File: src/rtl/mul_seq_pkg.sv
// Shared definitions for the multiply sequencer: data width, peripheral
// register selects and the controller state encoding.
package mul_seq_pkg;

  localparam int DATA_W = 32;

  // Peripheral register map seen through sel
  localparam logic [1:0] SEL_A   = 2'b00;
  localparam logic [1:0] SEL_B   = 2'b01;
  localparam logic [1:0] SEL_GO  = 2'b10;
  localparam logic [1:0] SEL_RES = 2'b11;

  typedef enum logic [2:0] {
    ST_IDLE,
    ST_WR_A,
    ST_WR_B,
    ST_WR_GO,
    ST_POLL,
    ST_RD_RES,
    ST_RESP
  } state_t;

endpackage

File: src/rtl/bus_access.sv
// Single-access bus engine for the multiply sequencer.
// The controller presents one access as a one-cycle req pulse plus a
// descriptor (write/sel/wdata) that it holds until done. This block turns
// the pulse into the matching strobe, waits out the peripheral busy signal
// and flags completion, at which point rd_data carries the sampled rdata.
//
// Ports
//   clk, rst_n            clock, async active-low reset
//   req, req_write        start an access (pulse), direction
//   req_sel, req_wdata    register select and write data, held by the caller
//   done                  access completes this cycle (busy low after strobe)
//   rd_data               read data, valid while done is high
//   wstrb, rstrb          peripheral strobes, one cycle each
//   sel, wdata            peripheral select / write data
//   rdata, wbusy, rbusy   peripheral read data and busy flags
module bus_access
  import mul_seq_pkg::*;
(
  input  logic              clk,
  input  logic              rst_n,
  input  logic              req,
  input  logic              req_write,
  input  logic [1:0]        req_sel,
  input  logic [DATA_W-1:0] req_wdata,
  output logic              done,
  output logic [DATA_W-1:0] rd_data,
  output logic              wstrb,
  output logic              rstrb,
  output logic [1:0]        sel,
  output logic [DATA_W-1:0] wdata,
  input  logic [DATA_W-1:0] rdata,
  input  logic              wbusy,
  input  logic              rbusy
);

  logic waiting;
  logic wr_q;

  // A request arriving while an access is still open is ignored, so a strobe
  // can never overlap an unfinished access.
  assign wstrb   = req & req_write & ~waiting;
  assign rstrb   = req & ~req_write & ~waiting;
  assign sel     = req_sel;
  assign wdata   = req_wdata;
  assign done    = waiting & ~(wr_q ? wbusy : rbusy);
  assign rd_data = rdata;

  always_ff @(posedge clk or negedge rst_n) begin
    if (!rst_n) begin
      waiting <= 1'b0;
      wr_q    <= 1'b0;
    end else if (req && !waiting) begin
      waiting <= 1'b1;
      wr_q    <= req_write;
    end else if (done) begin
      waiting <= 1'b0;
    end
  end

endmodule

File: src/rtl/mul_sequencer.sv
// Multiply sequencer: accepts an operand pair, drives it into a register-mapped
// multiplier peripheral (write A, write B, start, poll status, read result)
// and returns the low 32 bits of the product, or an error if the status
// never clears within POLL_LIMIT polls.
//
// Ports
//   clk, rst_n                    clock, async active-low reset
//   cmd_valid/cmd_ready/cmd_a/b   command handshake and operands
//   rsp_valid/rsp_ready           response handshake
//   rsp_data, rsp_err             product (low 32 bits), poll timeout flag
//   wstrb, rstrb, sel, wdata      peripheral access outputs
//   rdata, wbusy, rbusy           peripheral read data and busy flags
//
// state     | meaning
// ST_IDLE   | cmd_ready high, waiting for a command
// ST_WR_A   | writing operand A (sel 00)
// ST_WR_B   | writing operand B (sel 01)
// ST_WR_GO  | writing 1 to start/status (sel 10)
// ST_POLL   | reading status (sel 10) until bit 0 clears or limit hit
// ST_RD_RES | reading result (sel 11)
// ST_RESP   | rsp_valid high until rsp_ready
module mul_sequencer
  import mul_seq_pkg::*;
#(
  parameter int POLL_LIMIT = 16
) (
  input  logic              clk,
  input  logic              rst_n,
  input  logic              cmd_valid,
  output logic              cmd_ready,
  input  logic [DATA_W-1:0] cmd_a,
  input  logic [DATA_W-1:0] cmd_b,
  output logic              rsp_valid,
  input  logic              rsp_ready,
  output logic [DATA_W-1:0] rsp_data,
  output logic              rsp_err,
  output logic              wstrb,
  output logic              rstrb,
  output logic [1:0]        sel,
  output logic [DATA_W-1:0] wdata,
  input  logic [DATA_W-1:0] rdata,
  input  logic              wbusy,
  input  logic              rbusy
);

  localparam int PCNT_W = $clog2(POLL_LIMIT + 1);

  state_t              state;
  logic [DATA_W-1:0]   b_q;
  logic [PCNT_W-1:0]   poll_cnt;
  logic                req;
  logic                req_write;
  logic [1:0]          req_sel;
  logic [DATA_W-1:0]   req_wdata;
  logic                done;
  logic [DATA_W-1:0]   rd_data;

  bus_access u_bus (
    .clk       (clk),
    .rst_n     (rst_n),
    .req       (req),
    .req_write (req_write),
    .req_sel   (req_sel),
    .req_wdata (req_wdata),
    .done      (done),
    .rd_data   (rd_data),
    .wstrb     (wstrb),
    .rstrb     (rstrb),
    .sel       (sel),
    .wdata     (wdata),
    .rdata     (rdata),
    .wbusy     (wbusy),
    .rbusy     (rbusy)
  );

  // Operand A is latched straight into the write-data register at acceptance
  // so the first strobe goes out in the very next cycle; only B needs its own
  // holding register. Each access request is issued on the edge where the
  // previous one completes, giving back-to-back two-cycle accesses.
  always_ff @(posedge clk or negedge rst_n) begin
    if (!rst_n) begin
      state     <= ST_IDLE;
      b_q       <= '0;
      poll_cnt  <= '0;
      cmd_ready <= 1'b0;
      rsp_valid <= 1'b0;
      rsp_data  <= '0;
      rsp_err   <= 1'b0;
      req       <= 1'b0;
      req_write <= 1'b0;
      req_sel   <= SEL_A;
      req_wdata <= '0;
    end else begin
      req <= 1'b0;
      case (state)
        ST_IDLE: begin
          if (cmd_valid && cmd_ready) begin
            b_q       <= cmd_b;
            cmd_ready <= 1'b0;
            req       <= 1'b1;
            req_write <= 1'b1;
            req_sel   <= SEL_A;
            req_wdata <= cmd_a;
            state     <= ST_WR_A;
          end else begin
            cmd_ready <= 1'b1;
          end
        end
        ST_WR_A: begin
          if (done) begin
            req       <= 1'b1;
            req_sel   <= SEL_B;
            req_wdata <= b_q;
            state     <= ST_WR_B;
          end
        end
        ST_WR_B: begin
          if (done) begin
            req       <= 1'b1;
            req_sel   <= SEL_GO;
            req_wdata <= DATA_W'(1);
            state     <= ST_WR_GO;
          end
        end
        ST_WR_GO: begin
          if (done) begin
            req       <= 1'b1;
            req_write <= 1'b0;
            req_sel   <= SEL_GO;
            poll_cnt  <= '0;
            state     <= ST_POLL;
          end
        end
        ST_POLL: begin
          if (done) begin
            if (!rd_data[0]) begin
              poll_cnt <= '0;
              req      <= 1'b1;
              req_sel  <= SEL_RES;
              state    <= ST_RD_RES;
            end else if (poll_cnt == PCNT_W'(POLL_LIMIT - 1)) begin
              poll_cnt  <= '0;
              rsp_valid <= 1'b1;
              rsp_err   <= 1'b1;
              rsp_data  <= '0;
              state     <= ST_RESP;
            end else begin
              poll_cnt <= poll_cnt + PCNT_W'(1);
              req      <= 1'b1;
            end
          end
        end
        ST_RD_RES: begin
          if (done) begin
            rsp_valid <= 1'b1;
            rsp_err   <= 1'b0;
            rsp_data  <= rd_data;
            state     <= ST_RESP;
          end
        end
        ST_RESP: begin
          if (rsp_ready) begin
            rsp_valid <= 1'b0;
            rsp_err   <= 1'b0;
            rsp_data  <= '0;
            cmd_ready <= 1'b1;
            state     <= ST_IDLE;
          end
        end
        default: state <= ST_IDLE;
      endcase
    end
  end

endmodule

File: config.mk
export PLATFORM = sky130hd
export DESIGN_NAME = mul_sequencer
export DESIGN_NICKNAME = d
export VERILOG_FILES = /design/src/rtl/mul_seq_pkg.sv /design/src/rtl/bus_access.sv /design/src/rtl/mul_sequencer.sv
export SDC_FILE = /design/constraint.sdc
export NUM_CORES = 1
export LEC_CHECK = 0
export ABC_CLOCK_PERIOD_IN_PS = 4280
export CORE_ASPECT_RATIO = 0.75
export CORE_MARGIN = 10
export CORE_UTILIZATION = 35
export DETAILED_ROUTE_END_ITERATION = 8
export MAX_ROUTING_LAYER = met4
export PLACE_DENSITY = 0.62
export REMOVE_ABC_BUFFERS = 1
export SLEW_MARGIN = 20
export SYNTH_ARGS = -nofsm -noshare
export SYNTH_HDL_FRONTEND = slang
export SYNTH_SLANG_ARGS = --single-unit
File: constraint.sdc
create_clock -name clk -period 4.28 [get_ports clk]
set_input_delay 0.856 -clock clk [delete_from_list [all_inputs] [get_ports clk]]
set_output_delay 0.856 -clock clk [all_outputs]
set_load 0.05 [all_outputs]
==> run_results.csv, run 1 <==
group,metric,value,unit
yosys,yosys.area.top_type,"dfrtp_1",
yosys,ys_seq_area_share,55.3,%
route,wl_per_cell,17.5,µm
sta,fin_ws,1360,ps
critical_path,criticalPathCategory,"flop to output pin",
yosys,synthTopCellsByCount,"dfrtp_1 (113), nand2_1 (108), nand3_1 (35)",
sta,hold_viol,0,
yosys,synth.distinct_cells,52,
yosys,yosysTopAreaCellShare,55.3,%
final_layout,area_growth,48.1,%
yosys,yosys.area_share.simple,14.6,%
critical_path,cp_num_buf_inv,2,
global_route,grt_pass1_wl,24.1,mm
sta,slew_headroom,38.9,%
route,vias,4072,
yosys,synth-edff-count,0,
clock_network,cts_buffers,17,
sta,slew_viol_final,0,
sta,fin_crit_sh,68.3,%
clock_network,cts_setup_buffers,0,
run_status,status,"completed",
route,viasPerCell,4.84,
floorplanning,num_rows,38,
sta,worst_clock_skew,7.04,ps
place,place_worst_setup_slack,1160,ps
final_layout,diodes,0,
power_and_ir_drop,ir_drop,336,µV
global_route,grt_overflow,0,
route,first_iter_violations,201,
floorplanning,start_util,35.5,%
clock_network,htree_levels,4,
power_and_ir_drop,p_leak,3.53,nW
final_layout,finalNetCount,731,
clock_network,cts.path.max_buffers,2,
yosys,synth_most_common_cell,"dfrtp_1",
critical_path,worstPathMaxFanout,9,
global_route,antenna_found_initial,0,
floorplanning,die_w,160,µm
critical_path,end_kind,"output pin",
power_and_ir_drop,pwr_density_cell,844,nW/µm²
floorplanning,ioPinCount,173,
route,drc,0,
yosys,synth-seq-cells,113,
floorplanning,die_h,125,µm
critical_path,startpoint_type,"flop",
final_layout,layout.cells.non_filler,841,
place,gp_congestion,0.804,
clock_network,hold_buffers,0,
yosys,yosys.area_share.adder,0.244,%
clock_network,clock_sinks,113,
global_route,grt_pass1_vias,4328,
clock_network,path_clk_slew,50,ps
clock_network,tritoncts,"yes",
yosys,ys.flop_type,"dfrtp_1",
sta,rsz0062_at_grt,"false",
critical_path,path_delay_family,"buffers and inverters",
yosys,synth.area.mux_share,8.44,%
critical_path,path_cells,"inv_1, and3_1, clkdlybuf4s50_1",
route,drt_pass1_iterations,4,
critical_path,max_stage_delay,820,ps
yosys,async_flop_share,100,%
place,placed_area,7000,µm²
yosys,synth_compound_area_share,17.1,%
sta,fin_tns_setup,0,ps
floorplanning,die_area,19900,µm²
place,place_inst,809,
final_layout,fin_area,7580,µm²
route,drt_wl_total,14.7,mm
yosys,synthXorXnorAreaFrac,0.538,%
sta,fmax,0.342,GHz
sta,finalSetupViolCount,0,
clock_network,ctsResizeCount,0,
clock_network,cts_root_buf,"clkbuf_16",
place,port-buffer-count,172,
final_layout,drive_gt1_share,13.6,%
yosys,synthCells,460,
route,ant_nets,0,
run,drv_cap,0,
sta,fin_crit,2920,ps
critical_path,crit_slowest_cell,"clkdlybuf4s50_1",
clock_network,clkLatencyLatePin,410,ps
hold_path,hold_class,"flop to flop",
critical_path,cp.required,3420,ps
final_layout,num-fill-cells,1289,
critical_path,cp.arrival,2070,ps
sta,tightest_slew,912,ps
yosys,synth_top_family_by_area,"compound AO/OA/AOI/OAI gates",
yosys,syn_area_per_cell,11.1,µm²
place,hpwl,10.4,mm
yosys,synth_area_leaders,"dfrtp_1 (55%), nand2_1 (7.9%), mux2_2 (7.0%)",
yosys,syn-cell-area,5120,µm²
yosys,yosysWarnings,0,
global_route,gr-usage-all-layers,15.5,%
global_route,grt_max_degree,52,
final_layout,utilization,52.6,%
floorplanning,coreArea,14400,µm²
[report_power, final]
part / switching [W] / internal (W) / total [W]
Clock: 0.000509 / 0.000871 / 0.00138
Sequential: 0.000346 / 0.00152 / 0.00186
Combinational: 0.00189 / 0.00126 / 0.00315
Total: 0.00275 / 0.00365 / 0.00640
[per-layer routing]
metal	global-route usage, %	vias up	wire length (µm)
li1	-	1948	-
met1	19.6	2012	6940
met3	4.49	11	659
met2	23.8	101	6950
met5	-	-	0
met4	4.35	0	161
[worst paths after layout]
path | from | to | slack [ps] | depth (start not counted)
setup reg to reg | state[1]$_DFFE_PN0P_ | rsp_valid$_DFFE_PN0P_ | 1490 | 5
hold / removal | b_q[17]$_DFFE_PN0P_ | b_q[17]$_DFFE_PN0P_ | 470 | 2
hold reg to reg | b_q[17]$_DFFE_PN0P_ | b_q[17]$_DFFE_PN0P_ | 470 | 2
min in group asynchronous | rst_n | poll_cnt[2]$_DFFE_PN0P_ | 480 | 1
setup / recovery | u_bus.waiting$_DFFE_PN0P_ | wstrb | 1360 | 3
max in group asynchronous | rst_n | req_wdata[14]$_DFFE_PN0P_ | 2810 | 2
[cell type report]
| class | instances | area [µm²] | share of cell area (%) |
|---|---|---|---|
| sequential | 113 | 2830 | 37.3 |
| clock buffer | 19 | 443 | 5.84 |
| timing repair buffer | 181 | 1790 | 23.6 |
| inverter | 7 | 26.3 | 0.347 |
| clock inverter | 13 | 138 | 1.82 |
| tap | 200 | 250 | 3.30 |
| multi-input combinational | 308 | 2110 | 27.8 |
[cells by family (layout without fill, tap and decap cells)]
logic type               count (synthesis)  in the layout
AO/OA/AOI/OAI                           98             98
XOR/XNOR                                 1              1
adder cells (fa/ha/maj)                  1              1
buffers and inverters                   39            220
flip-flops                             113            113
multiplexers                            38             38
AND/OR/NAND/NOR                        170            170
[metrics by stage]
| stage | hold slack [ps] | power, W |
|---|---|---|
| finish | 474 | 0.00640 |
| global route | 489 | 0.00677 |
| CTS | 477 | 0.00647 |
| detailed placement | 464 | 0.00507 |
| global placement | 458 | 0.00500 |
| floorplan | 447 | 0.00394 |
[sequential cells by signal, indices dropped and copies added (netlist names)]
name and flops:
b_q 32, req_write 1, req_sel 2, rsp_data 32, cmd_ready 1, req 1
state 3, poll_cnt 5, u_bus.wr_q 1, req_wdata 32, rsp_err 1, rsp_valid 1
u_bus.waiting 1
[worst register-to-register path, stage by stage, from the launching register on]
cell and delay, ps:
dfrtp_1 930, o21ai_0 390, o311ai_4 170, buf_4 380, o211ai_4 390, mux2_2 410
[layout by cell type (no fill, tap or decap), drive strengths merged, types with 4 or more instances in the layout]
cell | synthesis | final
a21oi | 4 | 4
a22o | 31 | 31
nand3 | 35 | 35
nor2b | 5 | 5
dfrtp | 113 | 113
mux2 | 35 | 35
o21ai | 7 | 7
clkdlybuf4s50 | 0 | 171
clkinv | 0 | 7
nand2 | 108 | 108
nor2 | 8 | 8
nor3 | 5 | 5
a21bo | 32 | 32
clkbuf | 11 | 19
buf | 21 | 10
inv | 7 | 8
(Power assumes the default switching activity.)
==> inputs of run 2 (changes only) <==
--- a/config.mk
+++ b/config.mk
@@ -5,7 +5,7 @@
 export SDC_FILE = /design/constraint.sdc
 export NUM_CORES = 1
 export LEC_CHECK = 0
-export ABC_CLOCK_PERIOD_IN_PS = 4280
+export ABC_CLOCK_PERIOD_IN_PS = 2800
 export CORE_ASPECT_RATIO = 0.75
 export CORE_MARGIN = 10
 export CORE_UTILIZATION = 35
==> constraint.sdc (replaced) <==
create_clock -name clk -period 2.8 [get_ports clk]
set_input_delay 0.56 -clock clk [delete_from_list [all_inputs] [get_ports clk]]
set_output_delay 0.56 -clock clk [all_outputs]
set_load 0.05 [all_outputs]
==> run 2 against run 1 <==
Wire length up 2.0%. Cell count up 0.24%. Combinational power up 56%. Critical path depth unchanged. First-iteration DRC count up 40%. Via count up 1.4%. Count of clock-buffer cells in the layout down 1. Clock skew up 2.1 ps. Worst setup slack worse by 1200 ps. Sequential cell count unchanged.
==> run_results.csv, run 2 (synthesis gave the netlist of run 1 again) <==
group,metric,value,unit
final_layout,layout_commonest_cell,"clkdlybuf4s50_1",
critical_path,end_kind,"output pin",
critical_path,max_stage_delay,820,ps
sta,tightest_slew,1000,ps
clock_network,hold_buffers,0,
route,viasPerCell,4.90,
clock_network,clkLatencyLatePin,400,ps
global_route,grt_pass1_wl,24.6,mm
sta,worst_clock_skew,9.13,ps
sta,fin_crit,2630,ps
critical_path,startpoint_type,"flop",
clock_network,tritoncts,"yes",
final_layout,area_growth,50.9,%
sta,fin_crit_sh,94.0,%
floorplanning,ioPinCount,173,
clock_network,clock_sinks,113,
place,place_inst,812,
route,ant_nets,0,
power_and_ir_drop,ir_drop,523,µV
final_layout,fin_area,7720,µm²
power_and_ir_drop,total_power,0.0101,W
route,drt_wl_total,15.0,mm
clock_network,cts_buffers,17,
power_and_ir_drop,pwr-share-comb,48.5,%
power_and_ir_drop,p_leak,3.59,nW
final_layout,finalNetCount,734,
final_layout,num-fill-cells,1258,
sta,slew_headroom,32.8,%
floorplanning,die_w,160,µm
floorplanning,coreArea,14400,µm²
route,drt_pass1_iterations,4,
power_and_ir_drop,swShare,41.6,%
critical_path,cp.arrival,2070,ps
final_layout,layout_common_cells,"clkdlybuf4s50_1 (171), dfrtp_1 (113), nand2_1 (108), nand3_1 (35), mux2_2 (32)",
clock_network,cts.path.max_buffers,2,
run,drv_cap,0,
critical_path,cp.required,2240,ps
sta,fin_tns_setup,0,ps
place,placed_area,7070,µm²
global_route,grt_overflow,0,
sta,rsz0062_at_grt,"false",
place,place_worst_setup_slack,258,ps
place,hpwl,10.6,mm
critical_path,r2r_cells,3,
clock_network,path_clk_slew,60,ps
critical_path,criticalPathCategory,"flop to output pin",
clock_network,ctsResizeCount,0,
hold_path,hold_class,"input port to async pin",
global_route,grt_pass1_vias,4449,
clock_network,htree_levels,4,
critical_path,crit_slowest_cell,"clkdlybuf4s50_1",
clock_network,cts_root_buf,"clkbuf_16",
sta,slew_viol_final,0,
critical_path,worstPathMaxFanout,9,
route,first_iter_violations,281,
floorplanning,start_util,35.5,%
power_and_ir_drop,clkPwrFrac,23.4,%
final_layout,layout.cells.non_filler,843,
global_route,grt_max_degree,42,
critical_path,r2r_end,"rsp_valid$_DFFE_PN0P_",
critical_path,path_delay_family,"buffers and inverters",
final_layout,reg_top3,"b_q x32, req_wdata x32, rsp_data x32",
power_and_ir_drop,p_int,0.00590,W
place,port-buffer-count,172,
global_route,gr-usage-all-layers,15.5,%
run_status,status,"completed",
route,drc,0,
global_route,antenna_found_initial,0,
sta,hold_viol,0,
critical_path,path_cells,"inv_1, and3_1, clkdlybuf4s50_1",
sta,finalSetupViolCount,0,
route,vias,4129,
floorplanning,num_rows,38,
clock_network,cts_setup_buffers,0,
route,wl_per_cell,17.8,µm
critical_path,r2r-start,"state[1]$_DFFE_PN0P_",
sta,fmax,0.380,GHz
critical_path,r2r_slack,370,ps
power_and_ir_drop,power_frac_seq,28.0,%
critical_path,cp_num_buf_inv,2,
final_layout,diodes,0,
floorplanning,die_area,19900,µm²
power_and_ir_drop,power_switching,0.00420,W
floorplanning,die_h,125,µm
final_layout,drive_gt1_share,14.0,%
sta,fin_ws,168,ps
power_and_ir_drop,pwr_density_cell,1310,nW/µm²
place,gp_congestion,0.852,
-- run 2: per-stage QoR --
step	hold WS, ps	utilization (%)
after global placement	458	49.1
final	158	53.6
after floorplan	264	-
after CTS	172	53.6
after detailed placement	463	49.1
after global routing	185	53.6
-- run 2: how the worst max path moves through the flow --
stage / from / to / slack (ps) / cells past startpoint
3_3_place_gp: rdata[0] / rsp_valid$_DFFE_PN0P_ / 320 / 5
2_1_floorplan: state[1]$_DFFE_PN0P_ / req_wdata[10]$_DFFE_PN0P_ / -230 / 4
6_report: u_bus.waiting$_DFFE_PN0P_ / wstrb / 170 / 3
5_1_grt: u_bus.waiting$_DFFE_PN0P_ / wstrb / 100 / 3
3_5_place_dp: rdata[0] / rsp_err$_DFFE_PN0P_ / 260 / 5
4_1_cts: u_bus.waiting$_DFFE_PN0P_ / wstrb / 140 / 3
-- run 2: power groups by stage --
stage	clock network [W]	registers, W	logic, W
5_1_grt	0.00249	0.00293	0.00524
3_5_place_dp	0	0.00286	0.00497
3_3_place_gp	0	0.00283	0.00490
4_1_cts	0.00242	0.00284	0.00498
6_report	0.00237	0.00283	0.00490
2_1_floorplan	0	0.00418	0.00184
-- run 2: layout make-up --
class | instances | area (µm²) | share of cell area (%)
clock buffer | 18 | 439 | 5.69
multi-input combinational | 308 | 2110 | 27.3
clock inverter | 13 | 210 | 2.72
timing repair buffer | 184 | 1860 | 24.1
tap | 200 | 250 | 3.24
sequential | 113 | 2830 | 36.6
inverter | 7 | 26.3 | 0.340
-- run 2: routing by layer --
metal  track usage, %  vias up  share of wire [%]
li1                 -     1960                  -
met5                -        -                  0
met2             24.2      121                 48
met4             3.92        0               0.59
met3             4.13        6                4.3
met1             19.7     2042                 47
